--- src/rtl/store_byte_merger.sv ---
// Store unit that turns byte stores into read-modify-write word accesses and
// issues aligned word stores directly, with a per-access response timeout.
module store_byte_merger #(
    parameter int TIMEOUT = 255
) (
    input  logic        clk,
    input  logic        reset,
    input  logic        req_valid,
    output logic        req_ready,
    input  logic        req_byte,
    input  logic [31:0] req_addr,
    input  logic [31:0] req_data,
    output logic [31:0] mem_addr,
    output logic        mem_rd_en,
    input  logic [31:0] mem_rdata,
    input  logic        mem_rvalid,
    output logic        mem_wr_en,
    output logic [31:0] mem_wdata,
    input  logic        mem_wack,
    output logic        done,
    output logic        err,
    output logic [1:0]  dbg_state
);

    // Handshake: a request transfers on the rising edge where req_valid and
    // req_ready are both high; req_ready is high only in IDLE, and the request
    // fields are sampled on that edge only.
    typedef enum logic [1:0] {IDLE, RD, WR, FIN} state_t;

    localparam logic [7:0] TMAX = 8'(TIMEOUT - 1);

    state_t      state_q, state_d;
    logic [1:0]  lane_q, lane_d;
    logic [7:0]  bdata_q, bdata_d;
    logic [31:0] wdata_q, wdata_d;
    logic [31:0] maddr_q, maddr_d;
    logic [7:0]  cnt_q, cnt_d;
    logic        err_q, err_d;
    logic [31:0] merged;

    always_ff @(posedge clk or posedge reset) begin
        if (reset) begin
            state_q <= IDLE;
            lane_q  <= 2'b00;
            bdata_q <= 8'h00;
            wdata_q <= 32'h0;
            maddr_q <= 32'h0;
            cnt_q   <= 8'h00;
            err_q   <= 1'b0;
        end else begin
            state_q <= state_d;
            lane_q  <= lane_d;
            bdata_q <= bdata_d;
            wdata_q <= wdata_d;
            maddr_q <= maddr_d;
            cnt_q   <= cnt_d;
            err_q   <= err_d;
        end
    end

    always_comb begin
        merged = mem_rdata;
        case (lane_q)
            2'b00:   merged[7:0]   = bdata_q;
            2'b01:   merged[15:8]  = bdata_q;
            2'b10:   merged[23:16] = bdata_q;
            default: merged[31:24] = bdata_q;
        endcase
    end

    always_comb begin
        state_d = state_q;
        lane_d  = lane_q;
        bdata_d = bdata_q;
        wdata_d = wdata_q;
        maddr_d = maddr_q;
        cnt_d   = cnt_q;
        err_d   = err_q;
        case (state_q)
            IDLE: begin
                if (req_valid) begin
                    lane_d  = req_addr[1:0];
                    bdata_d = req_data[7:0];
                    cnt_d   = 8'h00;
                    err_d   = 1'b0;
                    if (req_byte) begin
                        state_d = RD;
                        maddr_d = {req_addr[31:2], 2'b00};
                    end else if (req_addr[1:0] == 2'b00) begin
                        state_d = WR;
                        wdata_d = req_data;
                        maddr_d = {req_addr[31:2], 2'b00};
                    end else begin
                        // Misaligned word store: report failure, touch no memory.
                        state_d = FIN;
                        err_d   = 1'b1;
                    end
                end
            end
            RD: begin
                if (mem_rvalid) begin
                    state_d = WR;
                    wdata_d = merged;
                    cnt_d   = 8'h00;
                end else if (cnt_q == TMAX) begin
                    state_d = FIN;
                    err_d   = 1'b1;
                end else begin
                    cnt_d = cnt_q + 8'd1;
                end
            end
            WR: begin
                // A response wins over a timeout firing in the same cycle.
                if (mem_wack) begin
                    state_d = FIN;
                    err_d   = 1'b0;
                end else if (cnt_q == TMAX) begin
                    state_d = FIN;
                    err_d   = 1'b1;
                end else begin
                    cnt_d = cnt_q + 8'd1;
                end
            end
            FIN: begin
                state_d = IDLE;
            end
            default: begin
                state_d = IDLE;
            end
        endcase
    end

    assign req_ready = (state_q == IDLE);
    assign mem_rd_en = (state_q == RD);
    assign mem_wr_en = (state_q == WR);
    assign done      = (state_q == FIN);
    assign err       = (state_q == FIN) && err_q;
    assign mem_addr  = maddr_q;
    assign mem_wdata = wdata_q;
    assign dbg_state = state_q;

endmodule

--- config.mk ---
export PLATFORM = sky130hd
export DESIGN_NAME = store_byte_merger
export DESIGN_NICKNAME = d
export VERILOG_FILES = /design/src/rtl/store_byte_merger.sv
export SDC_FILE = /design/constraint.sdc
export NUM_CORES = 1
export LEC_CHECK = 0
export BUFFER_PORTS_ARGS = -buffer_cell sky130_fd_sc_hd__buf_2
export CORE_UTILIZATION = 52
export DETAILED_ROUTE_END_ITERATION = 12
export GPL_ROUTABILITY_DRIVEN = 0
export GPL_TIMING_DRIVEN = 0
export PLACE_DENSITY = 0.92
export SYNTH_ARGS = -nofsm -noshare
export SYNTH_HDL_FRONTEND = slang
export SYNTH_SLANG_ARGS = --single-unit
export TNS_END_PERCENT = 1
--- constraint.sdc ---
create_clock -name clk -period 5.5 [get_ports clk]
set_input_delay 0 -clock clk [delete_from_list [all_inputs] [get_ports clk]]
set_output_delay 0 -clock clk [all_outputs]
set_load 0.05 [all_outputs]
## Word-level counts from Yosys, hierarchy flattened

Index checks and enable logic that the tools add are counted.
W data, S select, Z words.

| cells by class | value |
|---|---|
| reductions and logical operators | 13 |
| eq/ne operators | 12 |
| mux-type cells | 30 |
| $add $sub $neg | 1 |

Operators by type and width:

| kind | number |
|---|---|
| $mux W32 | 6 |
| $mux W8 | 8 |
| $pmux W32 S2 | 1 |
| $pmux W8 S3 | 1 |
| $mux W2 | 5 |
| $reduce_and A3 Y1 | 3 |
| $add A8 B1 Y8 const B | 1 |
| $eq A8 B8 Y1 const B | 1 |
| $ne A2 B2 Y1 const B | 4 |
| $pmux W2 S4 | 1 |
| $mux W1 | 7 |
| $eq A2 B2 Y1 const B | 3 |
| $logic_not A2 Y1 | 3 |
| $reduce_and A5 Y1 | 1 |
| $eq A2 B1 Y1 const B | 2 |
| $ne A2 B1 Y1 const B | 2 |
| $reduce_bool A2 Y1 | 2 |
| $pmux W1 S3 | 1 |
| $reduce_bool A3 Y1 | 1 |
| $reduce_or A3 Y1 | 1 |
| $reduce_and A2 Y1 | 1 |
| $logic_and A1 B1 Y1 | 1 |

| storage, ports and cells | value |
|---|---|
| output and inout port bits | 71 |
| input bits | 102 |
| bits in registers | 85 |
| word-level logic and storage cells | 63 |

## Logic depth before layout (Yosys ltp)

| logic depth | value |
|---|---|
| word-level depth | 5 |
| mapped depth | 8 |
| depth with buffers taken out | 6 |

## Worst setup path after synthesis

OpenSTA, ideal clock, no wires.

| timing | value |
|---|---|
| path kind | reg-to-reg |
| start | register state_q[0] (netlist: dbg_state[0]) |
| end | register cnt_q[0] |
| path slack | 2.967 ns |
| buffers on the path | 1 |
| library setup time | 0.121 ns |
| data arrival time | 2.412 ns |
| cell stages (with the launch flop) | 8 |
| required time | 5.379 ns |
| clock period less this slack | 2.533 ns |
| cell sequence | dfrtp_1 -> inv_1 -> ha_1 -> nor2b_1 -> clkbuf_1 -> a211oi_1 -> o21ai_1 -> a22o_1 |

| on the way | value |
|---|---|
| longest elaborated chain between the ends | 3 |
| elaborated cells on any way between the ends | 8 |
| classes of those cells | eq/ne (4); mux (1); reduce/logical (3) |

Ends and longest elaborated chain:

| what | RTL line | source |
|---|---|---|
| from (decl) | 32 | `state_t state_q, state_d;` |
| from (signal assigned) | 51 | `state_q <= state_d;` |
| $logic_not A2 Y1 (*) | n/a |  |
| net req_ready | 9 | `output logic req_ready,` |
| $ne A2 B2 Y1 (no source line) or $reduce_bool A3 Y1 (tied branches) | n/a |  |
| $reduce_and A3 Y1 (no source line) | n/a |  |
| to (signal assigned) | 56 | `cnt_q <= cnt_d;` |
| to (decl) | 37 | `logic [7:0] cnt_q, cnt_d;` |

The timed path passes the listed nets; every way through them passes the cells marked *.
A chain may end at the register's enable or synchronous reset.

## Final worst setup path

| timing | value |
|---|---|
| start | register state_q[1] (netlist: dbg_state[1]) |
| end | register wdata_q[30] (netlist: mem_wdata[30]) |

| on the way | value |
|---|---|
| longest elaborated chain between the ends | 3 |
| elaborated cells on any way between the ends | 9 |
| classes of those cells | eq/ne (5); mux (1); reduce/logical (3) |

Ends and longest elaborated chain:

| what | RTL line | source |
|---|---|---|
| $eq A2 B1 Y1 or $logic_not A2 Y1 (tied branches) | 79 | `case (state_q)` |
| $ne A2 B1 Y1 (no source line) (tied with other cells) | n/a |  |
| $reduce_and A5 Y1 (no source line) | n/a |  |
| to (signal assigned) | 54 | `wdata_q <= wdata_d;` |
| to (decl) | 35 | `logic [31:0] wdata_q, wdata_d;` |

Several ways; a longest one is shown, not always the timed one.

==> run metrics <==
status=completed; Worst Hold Class=input pin to flop; hold_ws=0.03699 ns; post-synthesis sequential area ratio=49.11%; H-Tree Depth=3; Mapped Avg Cell Area=11.16 sq um; footprint of the multi-input gates=roughly 2000 sq um; RSZ-0062 raised after global routing=no; synthesized flop and latch total=83; Post-route DRC=0; skew final=0.01619 ns; cell count after synthesis=roughly 380; DP Wirelength=approximately 8.5 mm; Max Cap Viol=0; clock latency on the worst-skew pair=0.36 ns; startpoint class of the critical path=flop; io pins=173; final hold vios=0; Root Driver=clkbuf_8; fillcell total=561; post-synth top area share=between 40% and 50%; WL final=12.52 mm; worst rel slew slack=55.93%; Setup CP Type=flop to flop; post-route setup TNS=0 ns; crit path time final=approximately 2.5 ns; Slew @ Worst Pin=0.6611 ns; Die Wd=92.18 um; reg2reg setup slack=approximately 3 ns; n_diodes=0; Reg clk slew, reported paths=0.10 ns; Clock Path Buffers=2; synthesized area=4229 sq um; crit path DAT=around 2.8 ns; FF-to-FF End=mem_wdata[30]; Peak Freq=0.4003 GHz; first-pass GRT wire length=approximately 20 mm; synth top area cells=dfrtp_1 49%, mux2_2 11%, a21o_1 5.7%; Nets=between 700 and 800; area leader, netlist=dfrtp_1; Critical Path Fanout Max=10; via count=4,008; Leakage=between 3 and 4 nW; Pins Over Slew Limit=0; pin count of the biggest net entering global routing=61; FF+latch area=2077 sq um; die height=a little over 90 um; gr ovfl total=0; Req. time, crit path=5.75 ns; Port Buf Inserts=between 150 and 200; Crit. End Element=flop; synth unique cells=41; P&R area growth vs syn=38.85%; synth warn=0; total track usage=30.25%; Critical path origin=dbg_state[1]; Avg WL per Cell=roughly 18 um; R2R depth=6; DP Area=5241 sq um; fin util=75.21%; Setup Fix Bufs, Post-CTS=0; Starting DRT DRC Count=215; Die ar.=roughly 8500 sq um; Power Density=693.8 nW/um^2; drt first pass iters=4; row count=32; vias per inst=5.637; clk sink count=83; initial antenna violation count=0; CP endpoint=mem_wdata[30]; fin area=5872 sq um; Pwr Total=4.074 mW; starting density of the core=a little over half; post-route ant nets=0; number of global-route vias before repair=about 4,100; CTS Buf Count=9; Final setup viols=0; layout cells sized above 1=41.05%; Critical R2R Launch=dbg_state[1]; core area=7807 sq um; Final Cycle Share=45.42%; CTS tree=built; worst vdd ir=0.5244 mV
-- Yosys cell counts --
master,instances
or4_1,1
o22a_1,3
a311oi_2,12
buf_6,4
a2111oi_0,1
and3_1,1
a21o_1,32
o31ai_1,2
a41o_1,2
dfrtp_1,83
buf_2,3
buf_4,2
nor2b_1,5
conb_1,1
buf_1,3
a211oi_2,1
nand2b_1,2
a41oi_1,2
a211o_1,3
mux2i_1,17
a22o_1,1
or4b_1,1
nor2_1,35
and2_1,2
a2bb2oi_1,1
a21oi_1,10
ha_1,7
a211oi_1,17
nand4_1,1
o21ai_1,2
a31oi_1,4
nand2_1,23
o21bai_1,2
a311oi_1,4
and4_1,2
clkbuf_1,19
nand3_1,9
mux2_2,40
inv_1,5
nor3_1,4
o21ai_0,10
-- how the worst min path moves through the flow --
stage | to | cells after the start | startpoint | slack [ns]
after floorplan | bdata_q[0] | 1 | req_data[0] | 0.15
after global placement | mem_addr[24] | 2 | req_addr[24] | 0.23
after detailed placement | mem_addr[14] | 2 | reset | -0.01
after CTS | dbg_state[0] | 3 | mem_wack | 0.03
after global routing | dbg_state[0] | 3 | mem_wack | 0.05
final | mem_wdata[14] | 4 | req_data[14] | 0.04
-- registers in the layout, summed over array words and instances (netlist names) --
register,cells
cnt_q,8
mem_addr,30
err_q,1
bdata_q,8
lane_q,2
dbg_state,2
mem_wdata,32
-- cells by family after synthesis --
logic type / after synthesis / share of synthesized area, %
AO/OA/AOI/OAI: 109 / 20.74
other: 1 / 0.08867
buffers and inverters: 36 / 4.171
flip-flops: 83 / 49.11
AND/OR/NAND/NOR: 86 / 9.142
multiplexers: 57 / 14.67
adder cells (fa/ha/maj): 7 / 2.071
-- what timing repair did --
| item | 4_1_cts | 5_1_grt |
|---|---|---|
| gates resized for setup | 0 | 0 |
| hold buffers | 42 | 0 |
| hold endpoints to repair | 124 | 0 |
-- critical path, stage by stage, from the launching register on --
cell	delay, ns
dfrtp_1	0.45
inv_1	0.13
ha_1	0.40
clkbuf_1	0.44
clkbuf_1	0.57
a311oi_2	0.21
a21o_1	0.20
-- through the flow --
| stage | instances | setup WS [ns] |
|---|---|---|
| floorplan | 380 | 2.967 |
| global placement | 652 | 2.458 |
| detailed placement | 653 | 3.020 |
| CTS | 711 | 3.010 |
| global route | 711 | 2.838 |
| finish | 711 | 3.002 |
-- final cells by class --
type,count,area share (%)
plain buffers,31,2.685
clock buffers,10,2.344
clock inverters,6,1.236
inverters,5,0.3622
multi-input cells,261,33.71
flip-flops and latches,83,35.37
well taps,102,2.173
repair buffers,213,22.12
-- cells in the final DEF (no fill, tap or decap), types with 3 or more instances in the layout --
master,instances
mux2i_1,17
a311oi_1,4
inv_1,4
nor3_1,4
nand3_1,9
buf_2,173
clkbuf_1,19
a211o_1,3
dlygate4sd3_1,42
a211oi_1,17
nand2_1,23
nor2_1,35
ha_1,7
nor2b_1,5
o21ai_0,10
dfrtp_1,83
clkbuf_8,10
mux2_2,40
o22a_1,3
a21oi_1,10
a311oi_2,12
buf_6,4
a21o_1,32
buf_1,3
clkinvlp_4,3
a31oi_1,4
-- where the power goes --
group | switching (mW) | leakage [nW] | internal, mW
Combinational | 1.70 | 1.93 | 0.790
Clock | 0.239 | 0.0971 | 0.227
Sequential | 0.215 | 1.01 | 0.903
Total | 2.15 | 3.03 | 1.92
-- metal layers --
layer	vias up	part of all wire (%)	wire length, um	track usage [%]
met4	0	2.1	263	10.94
met5	-	0	0	0
met1	1923	39	4928	36.51
met2	223	50	6267	53.42
li1	1837	-	-	-
met3	25	8.5	1058	6.053
Note: power is estimated with default switching activity, not from simulation.
